`config.mk`:
```
export PLATFORM = sky130hd
export DESIGN_NAME = regfile_write_arbiter
export DESIGN_NICKNAME = d
export VERILOG_FILES = /design/src/rtl/regfile_write_arbiter.sv
export SDC_FILE = /design/constraint.sdc
export NUM_CORES = 1
export LEC_CHECK = 0
export CAP_MARGIN = 15
export CORE_ASPECT_RATIO = 0.7
export CORE_UTILIZATION = 37
export CTS_CLUSTER_DIAMETER = 100
export DETAILED_ROUTE_END_ITERATION = 6
export GPL_TIMING_DRIVEN = 0
export PLACE_DENSITY_LB_ADDON = 0.3
export SYNTH_ARGS = -nofsm -noshare
export SYNTH_HDL_FRONTEND = slang
export SYNTH_SLANG_ARGS = --single-unit
```
`constraint.sdc`:
```
create_clock -name clk -period 1.9 [get_ports clk]
set_input_delay 0.285 -clock clk [delete_from_list [all_inputs] [get_ports clk]]
set_output_delay 0.285 -clock clk [all_outputs]
set_load 0.02 [all_outputs]
```
`src/rtl/regfile_write_arbiter.sv`:
```
// regfile_write_arbiter: round-robin arbiter between two writeback requesters sharing one regfile write port.
module regfile_write_arbiter #(
  parameter int ADDR_W = 5,
  parameter int DATA_W = 32,
  parameter int CNT_W  = 16
) (
  input  logic              clk,
  input  logic              clr_n,
  input  logic              a_valid,
  input  logic [ADDR_W-1:0] a_reg,
  input  logic [DATA_W-1:0] a_data,
  output logic              a_ready,
  input  logic              b_valid,
  input  logic [ADDR_W-1:0] b_reg,
  input  logic [DATA_W-1:0] b_data,
  output logic              b_ready,
  output logic              ctrl_writeEnable,
  output logic [ADDR_W-1:0] ctrl_writeReg,
  output logic [DATA_W-1:0] data_writeReg,
  output logic [CNT_W-1:0]  cnt_a,
  output logic [CNT_W-1:0]  cnt_b
);
  logic              last_b;
  logic              grant_a;
  logic              grant_b;
  logic              xfer;
  logic              nz;
  logic [ADDR_W-1:0] win_reg;
  logic [DATA_W-1:0] win_data;
  always_comb begin
    grant_a  = clr_n && a_valid && (!b_valid || last_b);
    grant_b  = clr_n && b_valid && !grant_a;
    xfer     = grant_a || grant_b;
    win_reg  = grant_a ? a_reg : b_reg;
    win_data = grant_a ? a_data : b_data;
    nz       = |win_reg;
  end
  assign a_ready = grant_a;
  assign b_ready = grant_b;
  always_ff @(posedge clk or negedge clr_n) begin
    if (!clr_n) begin
      last_b           <= 1'b1;
      ctrl_writeEnable <= 1'b0;
      ctrl_writeReg    <= '0;
      data_writeReg    <= '0;
      cnt_a            <= '0;
      cnt_b            <= '0;
    end else begin
      ctrl_writeEnable <= xfer && nz;
      if (xfer) begin
        ctrl_writeReg <= win_reg;
        data_writeReg <= win_data;
        last_b        <= grant_b;
      end
      if (grant_a && nz) cnt_a <= cnt_a + 1'b1;
      if (grant_b && nz) cnt_b <= cnt_b + 1'b1;
    end
  end
endmodule

```
==> results.json <==
{
  "cts_root_buf": "clkbuf_16",
  "synthCells": 262,
  "core_um2": 8010,
  "synth_nets": 342,
  "clock-sinks": 71,
  "place_area_um2": 4760,
  "synth_area_leader_cell": "dfrtp_1",
  "min_period_ns": 1.84,
  "drtIter0Drc": 172,
  "grt_overflow": 0,
  "initial_core_util_pct": 39.0,
  "firstDrtPassIters": 7,
  "syn_area_um2": 3130,
  "synth-main-ff-cell": "dfrtp_1",
  "crit_buf_inv": 2,
  "drive_gt1_share_pct": 12.6,
  "clock_path_buffers": 2,
  "max_cap_violations": 0,
  "fin_nets": 515,
  "io_buffer_count": 149,
  "violations": "DRC",
  "synth_cell_types": 36,
  "diodes": 0,
  "seqPwrFrac_pct": 40.6,
  "h-tree-depth": 3,
  "ff2ff_setup_slack_ns": 0.08,
  "fmax_mhz": 544,
  "dpl.hpwl_mm": 6.31,
  "crit_type": "primary input to flop",
  "place_congestion": 0.779,
  "min_path_type": "primary input to async pin",
  "antenna_found_initial": 0,
  "tightest_slew_ns": 0.685,
  "finClkSkew_ns": 0.00431,
  "fp-row-count": 27,
  "vias_per_cell": 5.11,
  "status": "finished with violations",
  "grt_usage_pct": 21.2,
  "drt-wirelength-per-cell_um": 16.3,
  "clk_latency_ns": 0.33,
  "cts_tree": "done",
  "synth.most_common_cell": "dfrtp_1",
  "grt_pass1_wl_mm": 14.3,
  "dieArea_um2": 8820,
  "p_sw_share_pct": 30.4,
  "ant_nets": 0,
  "slowest_delay_ns": 0.56,
  "avgSynthCellArea_um2": 11.9,
  "final_core_util_pct": 65.8,
  "wl_met3_um": 848,
  "critPathTopFamily": "simple AND/OR/NAND/NOR gates",
  "clkTransAtPathRegs_ns": 0.05,
  "hold_viol": 0,
  "p_per_area_nw_per_um2": 925,
  "intPower_mw": 3.39,
  "vdd.ir_drop.worst_mv": 0.545,
  "critPathCaptureType": "flop",
  "dp_cells": 513,
  "design_area_um2": 5270,
  "r2r_end": "cnt_a[1]",
  "top_layer_used": "met4",
  "drt-met1-wl_mm": 3.70,
  "yosysWarnings": 0,
  "slew_violations": 0,
  "yosysTopAreaCellShare_pct": 56.0,
  "p_leak_nw": 2.35,
  "cp.arrival_ns": 2.03,
  "path_cells": "clkdlybuf4s50_1 -> or4_4 -> nor2_4 -> mux2_4 -> buf_6 -> nor3_1 -> xor2_1",
  "worstPathMaxFanout": 10,
  "synth.area.top_cells": "dfrtp_1 56%, a222oi_1 10%, xnor2_1 4.5%",
  "fp.dieH_um": 78.9,
  "crit_required_ns": 2.09,
  "cts_buffers": 9,
  "holdWs_ns": 0.0158,
  "setup_tns_ns": 0,
  "p_clk_share_pct": 29.0,
  "final_cell_count_no_fill": 537,
  "area_growth_pct": 68.5,
  "ys_ff_latch": 71,
  "synth_edf_count": 0,
  "finalWirelength_mm": 8.77,
  "synth-async-reset-ratio_pct": 100,
  "min_period_over_period_pct": 96.7,
  "grt_pass1_vias": 2830,
  "die_w_um": 112,
  "start_kind": "primary input",
  "netSwitchingPower_mw": 1.48,
  "ys_top_cells_by_count": "70 x dfrtp_1, 33 x inv_1, 32 x a222oi_1, 18 x nand2_1, 16 x xnor2_1",
  "via_count": 2742,
  "yosysSeqAreaShare_pct": 56.9,
  "grt_max_degree": 37,
  "r2r-start": "last_b",
  "finalSetupViolCount": 0,
  "r2r_cells": 7,
  "crit_slowest_cell": "or4_4",
  "drcViolationCount": 7,
  "slew_headroom_pct": 54.2,
  "pwr-share-comb_pct": 30.4,
  "wl_met2_mm": 4.12,
  "ios": 150
}
==> placed cells by master (no fill, tap or decap), types with 2 or more instances in the layout <==
cell / n
dlygate4sd3_1: 2
nand2_1: 18
inv_1: 33
nor3_1: 3
xor2_1: 14
and4_1: 5
o21ai_0: 5
clkbuf_1: 8
nor4_4: 3
buf_12: 3
nand3_1: 11
buf_4: 6
ha_1: 2
nand4_1: 4
buf_6: 3
nand3_4: 2
clkinv_2: 3
dfrtp_1: 70
xnor2_1: 16
nor4_2: 6
clkdlybuf4s50_1: 145
clkbuf_16: 9
mux2i_1: 5
a222oi_1: 32
mux2_2: 2
nor2_2: 2
==> registers in the layout (all words and copies together), names as in the netlist <==
signal	count
ctrl_writeEnable	1
ctrl_writeReg	5
cnt_b	16
last_b	1
data_writeReg	32
cnt_a	16
==> worst max-delay path by stage <==
stage                        start        end  slack, ns  depth (start not counted)
final                     a_reg[3]   cnt_b[7]       0.06                          7
after global routing      b_reg[3]   cnt_b[3]      -0.01                          6
after CTS                   last_b   cnt_a[5]      0.002                          7
after detailed placement     clr_n    a_ready      -1.01                          7
after global placement       clr_n    a_ready      -3.63                          6
after floorplan             last_b  cnt_a[12]       0.15                          6
==> final cells by class <==
class / instances / area [um^2]
repair buffers: 162 / 1680
multi-input cells: 145 / 1230
flip-flops and latches: 71 / 1780
clock inverters: 3 / 15.0
well taps: 101 / 126
inverters: 34 / 133
clock buffers: 9 / 225
fillers: 627 / 2740
plain buffers: 12 / 77.6
==> layer usage <==
metal | track usage, % | up-vias
met1 | 26.4 | 1315
met5 | 0 | -
met4 | 6.89 | 0
met2 | 33.0 | 108
li1 | - | 1308
met3 | 9.39 | 11
==> power by group through the flow <==
stage	clock [mW]	combinational [mW]	sequential (mW)
floorplan	0	0.348	2.25
finish	1.41	1.48	1.98
global route	1.52	1.58	2.01
detailed placement	0	1.41	1.99
global placement	0	1.39	1.98
CTS	1.46	1.48	1.97
==> cells by family (layout without fill, tap and decap cells) <==
family,Yosys count,in the layout,share of synthesized area [%]
xor+xnor,30,30,8.41
fa+ha+maj,2,2,0.801
buf+inv,46,220,5.88
flops,71,71,56.9
simple gates,64,64,13.4
mux,8,8,2.80
compound gates,41,41,11.8
==> timing repair <==
| item | 4_1_cts | 5_1_grt |
|---|---|---|
| hold endpoints to repair | 36 | 0 |
| buffers inserted | 6 | 1 |
| cloned | 1 | 0 |
| endpoints found under the setup margin | 49 | 51 |
| pin swaps | 0 | 5 |
| resized for setup | 24 | 12 |
| hold buffers | 4 | 0 |
==> metrics by stage <==
step	power, mW	worst slack [ns]
6_report	4.87	0.0625
5_1_grt	5.11	-0.0148
4_1_cts	4.91	0.00157
3_5_place_dp	3.40	-1.01
3_3_place_gp	3.37	-3.63
2_1_floorplan	2.60	0.147
Note: power is estimated with default switching activity, not from simulation.
